==> config.mk <==
export PLATFORM = sky130hd
export DESIGN_NAME = ca_search_sched
export DESIGN_NICKNAME = d
export VERILOG_FILES = /design/src/rtl/gnss_ack_pkg.sv /design/src/rtl/ca_prn_taps.sv /design/src/rtl/ca_search_sched.sv
export SDC_FILE = /design/constraint.sdc
export NUM_CORES = 1
export LEC_CHECK = 0
export BUFFER_PORTS_ARGS = -buffer_cell sky130_fd_sc_hd__clkbuf_2
export CORE_MARGIN = 4
export CORE_UTILIZATION = 50
export CTS_BUF_LIST = sky130_fd_sc_hd__clkbuf_4 sky130_fd_sc_hd__clkbuf_8 sky130_fd_sc_hd__clkbuf_16
export CTS_CLUSTER_DIAMETER = 100
export DETAILED_ROUTE_END_ITERATION = 8
export HOLD_SLACK_MARGIN = 0.02
export PLACE_DENSITY = 0.73
export SETUP_SLACK_MARGIN = 0.05
export SLEW_MARGIN = 20
export SYNTH_ARGS = -nofsm -noshare
export SYNTH_HDL_FRONTEND = slang
export SYNTH_SLANG_ARGS = --single-unit
==> constraint.sdc <==
create_clock -name clk -period 4.2 [get_ports clk]
set_input_delay 0.21 -clock clk [delete_from_list [all_inputs] [get_ports clk]]
set_output_delay 0.21 -clock clk [all_outputs]
set_load 0.005 [all_outputs]
==> src/rtl/gnss_ack_pkg.sv <==
`default_nettype none
// ============================================================================
//  Module      : gnss_ack_pkg
//  Description : Shared constants, scheduler state type and the GPS L1 C/A
//                G2 phase-select tap table for the acquisition search path.
//  Revision    : 1.0 - initial release
// ============================================================================
package gnss_ack_pkg;

  localparam int CA_LEN  = 1023;
  localparam int NUM_PRN = 32;

  typedef enum logic [2:0] {
    ST_IDLE      = 3'd0,
    ST_LOAD      = 3'd1,
    ST_RUN       = 3'd2,
    ST_WAIT_CORR = 3'd3,
    ST_REPORT    = 3'd4
  } sched_state_t;

  // Returns {t0, t1}, both 1-based G2 stage numbers; unknown PRNs map to PRN 1.
  function automatic logic [7:0] prn_taps(input logic [5:0] prn);
    logic [7:0] taps;
    case (prn)
      6'd1:    taps = {4'd2, 4'd6};
      6'd2:    taps = {4'd3, 4'd7};
      6'd3:    taps = {4'd4, 4'd8};
      6'd4:    taps = {4'd5, 4'd9};
      6'd5:    taps = {4'd1, 4'd9};
      6'd6:    taps = {4'd2, 4'd10};
      6'd7:    taps = {4'd1, 4'd8};
      6'd8:    taps = {4'd2, 4'd9};
      6'd9:    taps = {4'd3, 4'd10};
      6'd10:   taps = {4'd2, 4'd3};
      6'd11:   taps = {4'd3, 4'd4};
      6'd12:   taps = {4'd5, 4'd6};
      6'd13:   taps = {4'd6, 4'd7};
      6'd14:   taps = {4'd7, 4'd8};
      6'd15:   taps = {4'd8, 4'd9};
      6'd16:   taps = {4'd9, 4'd10};
      6'd17:   taps = {4'd1, 4'd4};
      6'd18:   taps = {4'd2, 4'd5};
      6'd19:   taps = {4'd3, 4'd6};
      6'd20:   taps = {4'd4, 4'd7};
      6'd21:   taps = {4'd5, 4'd8};
      6'd22:   taps = {4'd6, 4'd9};
      6'd23:   taps = {4'd1, 4'd3};
      6'd24:   taps = {4'd4, 4'd6};
      6'd25:   taps = {4'd5, 4'd7};
      6'd26:   taps = {4'd6, 4'd8};
      6'd27:   taps = {4'd7, 4'd9};
      6'd28:   taps = {4'd8, 4'd10};
      6'd29:   taps = {4'd1, 4'd6};
      6'd30:   taps = {4'd2, 4'd7};
      6'd31:   taps = {4'd3, 4'd8};
      6'd32:   taps = {4'd4, 4'd9};
      default: taps = {4'd2, 4'd6};
    endcase
    return taps;
  endfunction

endpackage
`default_nettype wire

==> src/rtl/ca_prn_taps.sv <==
`default_nettype none
// ============================================================================
//  Module      : ca_prn_taps
//  Description : Combinational ROM mapping a PRN number to its G2 tap pair.
//  Revision    : 1.0 - initial release
// ============================================================================
module ca_prn_taps
  import gnss_ack_pkg::*;
(
  input  logic [5:0] prn,
  output logic [3:0] t0,
  output logic [3:0] t1
);

  // Table lookup; the package function is the single source of the taps.
  always_comb begin
    {t0, t1} = prn_taps(prn);
  end

endmodule
`default_nettype wire

==> src/rtl/ca_search_sched.sv <==
`default_nettype none
// ============================================================================
//  Module      : ca_search_sched
//  Description : Acquisition search scheduler. Walks a PRN range, frames
//                1023-chip epochs for the C/A generator and correlator,
//                accumulates the per-epoch metric over a dwell and reports
//                one thresholded result per PRN over valid/ready.
//  Revision    : 1.0 - initial release
// ============================================================================
module ca_search_sched
  import gnss_ack_pkg::*;
#(
  parameter int METRIC_W = 16,
  parameter int DWELL_W  = 4,
  parameter int ACC_W    = METRIC_W + DWELL_W
) (
  input  logic                clk,
  input  logic                rst,
  input  logic                start,
  input  logic                abort,
  input  logic [5:0]          prn_first,
  input  logic [5:0]          prn_last,
  input  logic [DWELL_W-1:0]  dwell,
  input  logic [ACC_W-1:0]    threshold,
  output logic                gen_rst,
  output logic [9:0]          g1_init,
  output logic [9:0]          g2_init,
  output logic [3:0]          t0,
  output logic [3:0]          t1,
  output logic [9:0]          chip_idx,
  output logic                epoch_start,
  output logic                epoch_end,
  input  logic                corr_valid,
  input  logic [METRIC_W-1:0] corr_metric,
  output logic                res_valid,
  input  logic                res_ready,
  output logic [5:0]          res_prn,
  output logic [ACC_W-1:0]    res_acc,
  output logic                res_hit,
  output logic                busy,
  output logic                done,
  output logic                cfg_err
);

  localparam logic [9:0] c_chip_last = 10'(CA_LEN - 1);
  localparam logic [5:0] c_prn_max   = 6'(NUM_PRN);

  sched_state_t        r_state, w_state_nxt;
  logic [5:0]          r_cur_prn, r_prn_last, w_tap_prn;
  logic [DWELL_W-1:0]  r_dwell_max, r_ep_cnt;
  logic [ACC_W-1:0]    r_threshold, r_acc, w_acc_sat, r_res_acc;
  logic [ACC_W:0]      w_sum;
  logic [9:0]          r_chip;
  logic [3:0]          r_t0, r_t1, w_t0, w_t1;
  logic [5:0]          r_res_prn;
  logic                r_res_hit, r_done, r_cfg_err;
  logic                w_cfg_ok, w_last_epoch, w_last_prn;

  assign w_cfg_ok = (prn_first != 6'd0) && (prn_first <= c_prn_max) &&
                    (prn_last  != 6'd0) && (prn_last  <= c_prn_max) &&
                    (prn_first <= prn_last);
  assign w_last_epoch = ((r_ep_cnt + 1'b1) == r_dwell_max);
  assign w_last_prn   = (r_cur_prn == r_prn_last);

  // Saturating accumulate: one extra bit catches the carry, then clamp.
  assign w_sum     = {1'b0, r_acc} + (ACC_W+1)'(corr_metric);
  assign w_acc_sat = w_sum[ACC_W] ? '1 : w_sum[ACC_W-1:0];

  // PRN whose taps the next LOAD will present.
  assign w_tap_prn = (r_state == ST_IDLE)   ? prn_first :
                     (r_state == ST_REPORT) ? r_cur_prn + 6'd1 : r_cur_prn;

  ca_prn_taps u_taps (
    .prn (w_tap_prn),
    .t0  (w_t0),
    .t1  (w_t1)
  );

  // State register.
  always_ff @(posedge clk) begin
    if (rst) r_state <= ST_IDLE;
    else     r_state <= w_state_nxt;
  end

  // Next-state logic; abort overrides every other transition.
  always_comb begin
    w_state_nxt = r_state;
    case (r_state)
      ST_IDLE:      if (start && w_cfg_ok) w_state_nxt = ST_LOAD;
      ST_LOAD:      w_state_nxt = ST_RUN;
      ST_RUN:       if (r_chip == c_chip_last) w_state_nxt = ST_WAIT_CORR;
      ST_WAIT_CORR: if (corr_valid) w_state_nxt = w_last_epoch ? ST_REPORT : ST_LOAD;
      ST_REPORT:    if (res_ready) w_state_nxt = w_last_prn ? ST_IDLE : ST_LOAD;
      default:      w_state_nxt = ST_IDLE;
    endcase
    if (abort) w_state_nxt = ST_IDLE;
  end

  // Configuration latch, chip counter, accumulator, taps and result registers.
  always_ff @(posedge clk) begin
    if (rst) begin
      r_cur_prn   <= '0;
      r_prn_last  <= '0;
      r_dwell_max <= DWELL_W'(1);
      r_threshold <= '0;
      r_acc       <= '0;
      r_ep_cnt    <= '0;
      r_chip      <= '0;
      r_t0        <= 4'd2;
      r_t1        <= 4'd6;
      r_res_prn   <= '0;
      r_res_acc   <= '0;
      r_res_hit   <= 1'b0;
      r_done      <= 1'b0;
      r_cfg_err   <= 1'b0;
    end else begin
      r_done    <= 1'b0;
      r_cfg_err <= 1'b0;
      if (w_state_nxt == ST_LOAD) begin
        r_t0 <= w_t0;
        r_t1 <= w_t1;
      end
      if (abort) begin
        // Leave the chip counter ready for a clean epoch on the next search.
        r_chip <= '0;
      end else begin
        case (r_state)
          ST_IDLE: begin
            if (start) begin
              if (w_cfg_ok) begin
                r_cur_prn   <= prn_first;
                r_prn_last  <= prn_last;
                r_dwell_max <= (dwell == '0) ? DWELL_W'(1) : dwell;
                r_threshold <= threshold;
                r_acc       <= '0;
                r_ep_cnt    <= '0;
              end else begin
                r_cfg_err <= 1'b1;
                r_done    <= 1'b1;
              end
            end
          end
          ST_RUN: begin
            r_chip <= (r_chip == c_chip_last) ? '0 : r_chip + 10'd1;
          end
          ST_WAIT_CORR: begin
            if (corr_valid) begin
              r_acc    <= w_acc_sat;
              r_ep_cnt <= r_ep_cnt + 1'b1;
              if (w_last_epoch) begin
                r_res_prn <= r_cur_prn;
                r_res_acc <= w_acc_sat;
                r_res_hit <= (w_acc_sat >= r_threshold);
              end
            end
          end
          ST_REPORT: begin
            if (res_ready) begin
              if (w_last_prn) begin
                r_done <= 1'b1;
              end else begin
                r_cur_prn <= r_cur_prn + 6'd1;
                r_acc     <= '0;
                r_ep_cnt  <= '0;
              end
            end
          end
          default: ;
        endcase
      end
    end
  end

  assign gen_rst     = (r_state != ST_RUN);
  assign g1_init     = 10'h3FF;
  assign g2_init     = 10'h3FF;
  assign t0          = r_t0;
  assign t1          = r_t1;
  assign chip_idx    = r_chip;
  assign epoch_start = (r_state == ST_RUN) && (r_chip == 10'd0);
  assign epoch_end   = (r_state == ST_RUN) && (r_chip == c_chip_last);
  assign res_valid   = (r_state == ST_REPORT);
  assign res_prn     = r_res_prn;
  assign res_acc     = r_res_acc;
  assign res_hit     = r_res_hit;
  assign busy        = (r_state != ST_IDLE);
  assign done        = r_done;
  assign cfg_err     = r_cfg_err;

endmodule
`default_nettype wire

==> out/metrics.yaml <==
sta:
  period_share_pct: 90.79
  worstMarginPinSlew_ps: 960.5
  max_slew_margin_pct: 35.97
  clock_skew_ps: 9.955
  setup_tns_ps: 0
  slew_violations: 0
  max_freq_mhz: 262.3
  rsz0062_at_grt: "false"
  timing.hold.ws_ps: 79.64
  fin_crit_ps: 3813
  hold_viol_final: 0
  setup_viol: 0
die:
  die-area_mm2: 0.01591
  fp.dieW_um: 126.1
  die_y_um: 126.1
  start_util_pct: 51.88
  row_count: 42
  placeableCoreArea_mm2: 0.01345
  io_pins: 130
grt:
  grt_overflow: 0
  grt_usage_pct: 21.39
  antenna_found_initial: 0
  grt_max_degree: 43
  grt_pass1_vias: 5701
  grt_pass1_wl_um: 28480
critical_path:
  crit_start: "r_acc[0]$_SDFFE_PP0P_"
  worstPathMaxFanout: 6
  path_class: "flop to flop"
  r2r_cells: 17
  timing.rr.start: "r_acc[0]$_SDFFE_PP0P_"
  arrival_ps: 4010
  crit_path_end_kind: "flop"
  start_kind: "flop"
  cp.required_ps: 4400
yosys:
  seq_area_frac_synth_pct: 31.55
  ys_ff_latch: 110
  syn_inst: 898
  synth_enable_flop_cells: 0
  yosysWarnings: 0
  yosysUniqueCellTypes: 76
  synth_area_mm2: 0.006979
  synth_flop_cell: "dfxtp_1"
  synthArstFlopShare_pct: 0
  avgSynthCellArea_um2: 7.772
route:
  post_drt_wl_per_cell_um: 14.91
  drt_wl_total_um: 17370
  firstDrtPassIters: 5
  first_iter_violations: 498
  postRouteAntennaNets: 0
  vias: 6541
  post-route-drc-count: 0
  via_per_inst: 5.615
clocking:
  hold_buffers: 0
  cts_resized: 0
  htreeDepth: 3
  cts_tree: "done"
  cts_root_buf: "clkbuf_16"
  clk_latency_ps: 360
  clockBufferDepth: 2
  numClockSinks: 110
  cts.reportedPaths.clkPinSlew_ps: 70
  post_cts_buffers: 0
  cts_buffers: 9
power:
  total_power_w: 0.002224
  vdd_drop_max_mv: 0.1670
  power.density_mw_per_mm2: 281.2
  leakage_nw: 3.325
finish:
  num_antenna_cells: 0
  nets: 1096
  area_growth_pct: 13.32
  drive_above_1_share_pct: 16.78
flow_run:
  cap_violations: 0
hold_path:
  hold_class: "input pin to flop"
  min_path_cells: 3
  worstHoldStart: "threshold[8]"
placement:
  port_buffers: 109
  hpwl_um: 13290
  gp_congestion: 0.8988
outcome:
  status: "finished, final reports clean"
-- per-stage QoR --
stage	setup WS, ps	cells	area, µm²	util (%)
floorplan	728.4	917	7051	-
global placement	512.8	1150	7610	56.57
CTS	400.3	1165	7909	58.79
finish	386.9	1165	7909	58.79
global route	81.71	1165	7909	58.79
detailed placement	425.7	1150	7610	56.57
-- synthesized netlist by cell type, types with 8 or more instances --
library cell | instances | area [µm²]
a211oi_1 | 20 | 150.1
a21o_1 | 17 | 127.6
a21oi_1 | 78 | 390.4
buf_2 | 9 | 45.04
buf_4 | 21 | 157.7
clkbuf_1 | 39 | 146.4
dfxtp_1 | 110 | 2202
ha_1 | 52 | 650.6
inv_1 | 51 | 191.4
nand2_1 | 123 | 461.7
nand2b_1 | 8 | 50.05
nand3_1 | 19 | 95.09
nand4_1 | 11 | 68.82
nor2_1 | 74 | 277.8
nor2b_1 | 8 | 50.05
nor3_1 | 18 | 90.09
o211ai_1 | 12 | 90.09
o21ai_0 | 41 | 205.2
or3_1 | 10 | 62.56
xnor2_1 | 19 | 166.4
xor2_1 | 13 | 113.9
-- kinds of logic after synthesis --
group / Yosys count / share of synthesized area, %
flops: 110 / 31.55
buf+inv: 122 / 7.870
xor+xnor: 32 / 4.016
compound gates: 249 / 23.57
simple gates: 327 / 22.66
fa+ha+maj: 53 / 9.609
other cells: 1 / 0.05373
mux: 4 / 0.6633
-- final cells by class --
type / instances / area [µm²]
clock buffer: 12 / 254.0
clock inverter: 3 / 45.04
fill: 1301 / 5544
inverter: 51 / 191.4
multi-input combinational: 685 / 4308
sequential: 110 / 2202
tap: 176 / 220.2
timing repair buffer: 128 / 688.2
-- layer usage --
layer	GRT usage, %	wire length (µm)
met5	0	0
met3	3.387	982
met1	31.77	8650
met2	31.21	7323
met4	7.760	410
-- final timing paths --
check / slack, ps / end
hold / removal: 80 / r_threshold[8]$_SDFFE_PP0P_
hold reg to reg: 450 / r_threshold[19]$_SDFFE_PP0P_
setup / recovery: 390 / res_hit$_SDFFE_PP0P_
setup reg to reg: 390 / res_hit$_SDFFE_PP0P_
-- placed cells by master, fill, tap and decap left out, types with 8 or more instances in the layout --
cell and count:
nand2_1 123, nor2_1 74, a211oi_1 20, o21ai_0 41
a21oi_1 78, clkbuf_16 9, nand4_1 11, conb_1 20
nand2b_1 8, a21o_1 17, xor2_1 13, clkbuf_2 109
nor2b_1 8, nand3_1 19, inv_1 51, dfxtp_1 110
buf_4 19, xnor2_1 19, or3_1 10, o211ai_1 12
ha_1 52, nor3_1 18
-- power breakdown --
group / internal (W) / total [W] / switching (W)
clock network: 0.000490 / 0.000877 / 0.000388
registers: 0.00105 / 0.00106 / 0.00000875
logic: 0.000114 / 0.000286 / 0.000172
-- critical path, cell delays in order, from the launching register on --
cell and delay, ps:
dfxtp_1 330, ha_1 210, fa_1 410, a21oi_1 210, nand4b_1 170, a21o_1 170, a21boi_0 160, o211a_1 330
a2111oi_0 310, buf_4 200, inv_1 40, ha_1 280, a21o_1 180, a21o_1 170, a21oi_1 180, o211ai_1 110
a21oi_1 140, nor3_1 60
-- registers in the layout, indices dropped and copies added (netlist names), 4 cells and up --
signal,count
res_prn,6
t0,4
r_acc,20
r_prn_last,6
r_threshold,20
chip_idx,10
res_acc,20
r_dwell_max,4
r_cur_prn,6
t1,4
r_ep_cnt,4
(Power assumes the default switching activity.)
